[src/rtl/clocks_pkg.sv]
// Shared constants and helpers for the clock divider bank.
package clocks_pkg;

  localparam int unsigned CNT_W_DEFAULT = 8;
  localparam int unsigned DIV_MIN       = 2;

  // Divisors below DIV_MIN cannot form a square wave; clamp them.
  function automatic int unsigned div_sat(input int unsigned d);
    return (d < DIV_MIN) ? DIV_MIN : d;
  endfunction

  // High phase length: ceil(d/2).
  function automatic int unsigned high_cycles(input int unsigned d);
    return d - (d >> 1);
  endfunction

endpackage

[src/rtl/clock_divider_channel.sv]
// One divider channel: period counter, latched divisor, divided clock and
// single-cycle rise/fall strobes. Divisor is only picked up at a restart.
module clock_divider_channel
  import clocks_pkg::*;
#(
  parameter int unsigned CNT_W = CNT_W_DEFAULT
) (
  input  logic             clock,
  input  logic             reset,
  input  logic [CNT_W-1:0] divisor,
  input  logic             enable,
  input  logic             sync,
  output logic             clk_out,
  output logic             rise_stb,
  output logic             fall_stb
);

  logic [CNT_W-1:0] cnt;
  logic [CNT_W-1:0] d_act;
  logic             run;

  logic [CNT_W-1:0] cnt_inc;
  logic             stay_high;
  logic             at_wrap;
  logic             restart;

  // Next-count value, high-phase test and restart decision.
  always_comb begin
    cnt_inc   = cnt + CNT_W'(1);
    stay_high = 32'(cnt_inc) < high_cycles(32'(d_act));
    at_wrap   = (cnt == d_act - CNT_W'(1));
    restart   = sync || !run || at_wrap;
  end

  // Channel state: disable has priority over restart, restart over count.
  always_ff @(posedge clock or posedge reset) begin
    if (reset) begin
      cnt      <= '0;
      d_act    <= CNT_W'(DIV_MIN);
      run      <= 1'b0;
      clk_out  <= 1'b0;
      rise_stb <= 1'b0;
      fall_stb <= 1'b0;
    end else if (!enable) begin
      cnt      <= '0;
      run      <= 1'b0;
      clk_out  <= 1'b0;
      rise_stb <= 1'b0;
      fall_stb <= clk_out;
    end else if (restart) begin
      cnt      <= '0;
      run      <= 1'b1;
      d_act    <= CNT_W'(div_sat(32'(divisor)));
      clk_out  <= 1'b1;
      rise_stb <= ~clk_out;
      fall_stb <= 1'b0;
    end else begin
      cnt      <= cnt_inc;
      clk_out  <= stay_high;
      rise_stb <= 1'b0;
      fall_stb <= clk_out & ~stay_high;
    end
  end

endmodule

[src/rtl/clock_divider_bank.sv]
// Bank of independent programmable clock dividers sharing one sync input.
module clock_divider_bank
  import clocks_pkg::*;
#(
  parameter int unsigned CHANNELS = 2,
  parameter int unsigned CNT_W    = CNT_W_DEFAULT
) (
  input  logic                      clock,
  input  logic                      reset,
  input  logic [CHANNELS*CNT_W-1:0] divisor,
  input  logic [CHANNELS-1:0]       enable,
  input  logic                      sync,
  output logic [CHANNELS-1:0]       clk_out,
  output logic [CHANNELS-1:0]       rise_stb,
  output logic [CHANNELS-1:0]       fall_stb
);

  for (genvar g = 0; g < CHANNELS; g++) begin : g_ch
    clock_divider_channel #(
      .CNT_W (CNT_W)
    ) u_ch (
      .clock    (clock),
      .reset    (reset),
      .divisor  (divisor[g*CNT_W +: CNT_W]),
      .enable   (enable[g]),
      .sync     (sync),
      .clk_out  (clk_out[g]),
      .rise_stb (rise_stb[g]),
      .fall_stb (fall_stb[g])
    );
  end

endmodule
[config.mk]
export PLATFORM = sky130hd
export DESIGN_NAME = clock_divider_bank
export DESIGN_NICKNAME = d
export VERILOG_FILES = /design/src/rtl/clocks_pkg.sv /design/src/rtl/clock_divider_channel.sv /design/src/rtl/clock_divider_bank.sv
export SDC_FILE = /design/constraint.sdc
export NUM_CORES = 1
export LEC_CHECK = 0
export BUFFER_PORTS_ARGS = -buffer_cell sky130_fd_sc_hd__buf_2
export CORE_MARGIN = 2
export CORE_UTILIZATION = 62
export CTS_CLUSTER_DIAMETER = 80
export DETAILED_ROUTE_END_ITERATION = 8
export PLACE_DENSITY = 0.82
export REMOVE_ABC_BUFFERS = 1
export SLEW_MARGIN = 20
export SYNTH_ARGS = -nofsm -noshare
export SYNTH_HDL_FRONTEND = slang
export SYNTH_HIERARCHICAL = 1
export SYNTH_SLANG_ARGS = --single-unit
[constraint.sdc]
create_clock -name clock -period 3.8 [get_ports clock]
set_clock_uncertainty 0.15 [all_clocks]
set_input_delay 0.57 -clock clock [delete_from_list [all_inputs] [get_ports clock]]
set_output_delay 0.57 -clock clock [all_outputs]
set_load 0.01 [all_outputs]
==> run_results.csv <==
group,metric,value,unit
cts,clk_pin_slew,0.09,ns
cts,post-cts-setup-buffer-count,0,
cts,clk_latency,0.30,ns
yosys,synth_top_cell_by_area,"dfrtp_1",
pwr,p_sw_share,43.7,%
cts,cts-root-buf,"clkbuf_8",
timing,fmax,0.303,GHz
cts,cts.repair.resized,0,
finish,layout_commonest_cell,"ha_1",
placed_design,place_inst,507,
floorplanning,io_pins,27,
finish,drive_above_1_share,11.8,%
worst_setup_path,regToRegSetupSlack,0.50,ns
cts,cts.sinks,40,
floorplanning,core.rowCount,28,
cts,htree_num_levels,2,
floorplanning,die_w,81.2,um
timing,min_period,3.30,ns
yosys,synthArstFlopShare,100,%
run_status,status,"finished clean",
yosys,synthTopCellsByArea,"dfrtp_1 26%, ha_1 18%, xnor2_1 5.9%, xor2_1 5.9%, nand2_1 3.9%",
worst_setup_path,worstPathRequired,3.87,ns
placed_design,place_hpwl,6.38,mm
cts,cts_tree,"built",
timing,setup_viol,0,
cts,hold_buffers,0,
worst_setup_path,crit_fanout,7,
global_route,grt_pass1_vias,2849,
yosys,synth_edf_count,0,
cts,clk_path_buf_depth,2,
floorplanning,die_y,81.2,um
finish,fin_cells,515,
detailed_routing,drc,0,
finish,area_growth,8.06,%
yosys,ys_seq_area_share,27.2,%
worst_setup_path,critPathSlowestCell,"dfstp_2",
pwr,pwr-share-seq,28.1,%
timing,fin_tns_setup,0,ns
pwr,p_comb_share,53.6,%
placed_design,io_buffers,26,
yosys,synth_seq_cells,40,
yosys,synthesis.area,3690,um^2
worst_setup_path,reg2reg_depth,13,
worst_setup_path,start_kind,"register",
timing,tightest_slew,0.803,ns
placed_design,place_congestion,0.910,
pwr,power_density,491,nW/um^2
worst_setup_path,path_cells,"inv_1 -> ha_1 -> o21bai_1 -> a21oi_1 -> o311ai_0 -> a21oi_1 -> o21bai_1 -> xnor2_1 -> ha_1 -> nand2_1 -> o21ai_0 -> nand4_1 -> o2bb2ai_1",
worst_setup_path,r2r_start,"g_ch[1].u_ch/d_act[1]$_DFFE_PP1P_",
pwr,power,1.96,mW
worst_setup_path,end_kind,"register",
placed_design,place_area,3880,um^2
worst_setup_path,r2r_end,"g_ch[1].u_ch/fall_stb$_DFF_PP0_",
yosys,synth_top_area_share,25.7,%
pwr,pwr-share-clk,18.3,%
finish,final_cell_area,3990,um^2
finish,final_nets,514,
global_route,grt.overflow.total,0,
detailed_routing,drtIter0Drc,236,
worst_hold_path,hold_path.class,"input pin to async pin",
yosys,synth_warnings,6,
yosys,avgSynthCellArea,8.86,um^2
pwr,peakVddDrop,0.390,mV
detailed_routing,drt_pre_antenna_iters,4,
floorplanning,coreArea,5850,um^2
pwr,leakage,1.90,nW
timing,hold_viol,0,
worst_setup_path,cp.arrival,3.36,ns
yosys,synthFlopType,"dfrtp_1",
detailed_routing,via_count,3100,
yosys,ys_types,56,
floorplanning,die_area,6590,um^2
worst_setup_path,slowest_delay,0.62,ns
timing,rsz0062_at_grt,"false",
cts,cts_buffers,5,
finish,num-fill-cells,466,
timing,maxSlewViolCount,0,
global_route,track_usage,27.3,%
detailed_routing,vias_per_cell,6.02,
floorplanning,start_util,63.2,%
detailed_routing,antenna_left,0,
pwr,internal-power,1.10,mW
finish,finish.utilization,68.2,%
pwr,p_switching,857,uW
global_route,grt_max_degree,29,
finish,layout_common_cells,"52 x ha_1, 38 x nand2_1, 38 x dfrtp_1",
global_route,grt_antenna_before_repair,0,
yosys,syn-instance-count,417,
timing,relSlewSlack,46.4,%
finish,num_antenna_cells,0,
global_route,grt_pass1_wl,13.8,mm
flow_run,drv_cap,0,
detailed_routing,wirelength,8.45,mm
detailed_routing,wl_per_cell,16.4,um
timing,finalCritPeriodShare,86.8,%
worst_setup_path,worst-setup-path-type,"register to register",
[critical path, delay by kind of cell, from the launching register on]
kind            cells  cell delay, ns
xor+xnor            1            0.09
fa+ha+maj           2            0.59
simple gates        2            0.17
buf+inv             1            0.09
flops               1            0.62
compound gates      7            1.51
[how the worst max path moves through the flow]
stage	startpoint	endpoint	slack [ns]
after CTS	g_ch[1].u_ch/d_act[1]$_DFFE_PP1P_	g_ch[1].u_ch/fall_stb$_DFF_PP0_	0.55
after global routing	g_ch[1].u_ch/d_act[1]$_DFFE_PP1P_	g_ch[1].u_ch/fall_stb$_DFF_PP0_	0.27
after detailed placement	g_ch[1].u_ch/d_act[1]$_DFFE_PP1P_	g_ch[1].u_ch/fall_stb$_DFF_PP0_	0.58
after floorplan	g_ch[1].u_ch/d_act[1]$_DFFE_PP1P_	g_ch[1].u_ch/fall_stb$_DFF_PP0_	0.88
final	g_ch[1].u_ch/d_act[1]$_DFFE_PP1P_	g_ch[1].u_ch/fall_stb$_DFF_PP0_	0.50
after global placement	g_ch[0].u_ch/d_act[1]$_DFFE_PP1P_	g_ch[0].u_ch/fall_stb$_DFF_PP0_	0.74
[sequential cells by signal (all words and copies together), names as in the netlist]
signal / count
g_ch.u_ch/run: 2
g_ch.u_ch/rise_stb: 2
g_ch.u_ch/cnt: 16
g_ch.u_ch/clk_out: 2
g_ch.u_ch/d_act: 16
g_ch.u_ch/fall_stb: 2
[metrics by stage]
step	setup slack, ns	hold slack, ns
after global routing	0.270	0.335
after CTS	0.553	0.278
final	0.503	0.262
after floorplan	0.880	0.338
after global placement	0.740	0.342
after detailed placement	0.583	0.327
[metal layers]
metal / wire length, um / vias to the layer above / GRT usage [%]
li1: - / 1525 / -
met1: 4250 / 1471 / 42.2
met2: 3660 / 96 / 40.4
met3: 453 / 8 / 3.89
met4: 74 / 0 / 5.76
met5: 0 / - / 0
[cells in the mapped netlist (10+ instances only)]
master,number
nand3_1,15
o22ai_1,12
ha_1,52
xnor2_1,25
inv_1,35
nor2_1,12
a21oi_1,15
a31oi_1,14
o211ai_1,10
clkbuf_1,12
nand2_1,38
xor2_1,25
and3_1,11
dfrtp_1,38
[cells by family after synthesis]
logic type,count (synthesis),share of synthesized area [%]
adder cells (fa/ha/maj),54,18.7
AND/OR/NAND/NOR,126,18.0
AO/OA/AOI/OAI,92,17.5
XOR/XNOR,51,12.6
buffers and inverters,53,5.79
flip-flops,40,27.2
multiplexers,1,0.271
[layout make-up]
cell class,count,area [um^2],area share [%]
multi-input cells,324,2480,62.0
inverters,37,139,3.48
well taps,75,93.8,2.35
clock buffers,5,68.8,1.72
repair buffers,31,168,4.20
flip-flops and latches,40,1000,25.1
clock inverters,3,42.5,1.07
[power groups by stage]
stage / Clock [mW] / Sequential [mW] / Combinational (mW)
2_1_floorplan: 0 / 0.534 / 0.796
3_3_place_gp: 0 / 0.552 / 0.974
3_5_place_dp: 0 / 0.556 / 1.02
4_1_cts: 0.361 / 0.548 / 1.04
5_1_grt: 0.384 / 0.558 / 1.17
6_report: 0.358 / 0.551 / 1.05
Power figures use the tool's default switching activity.
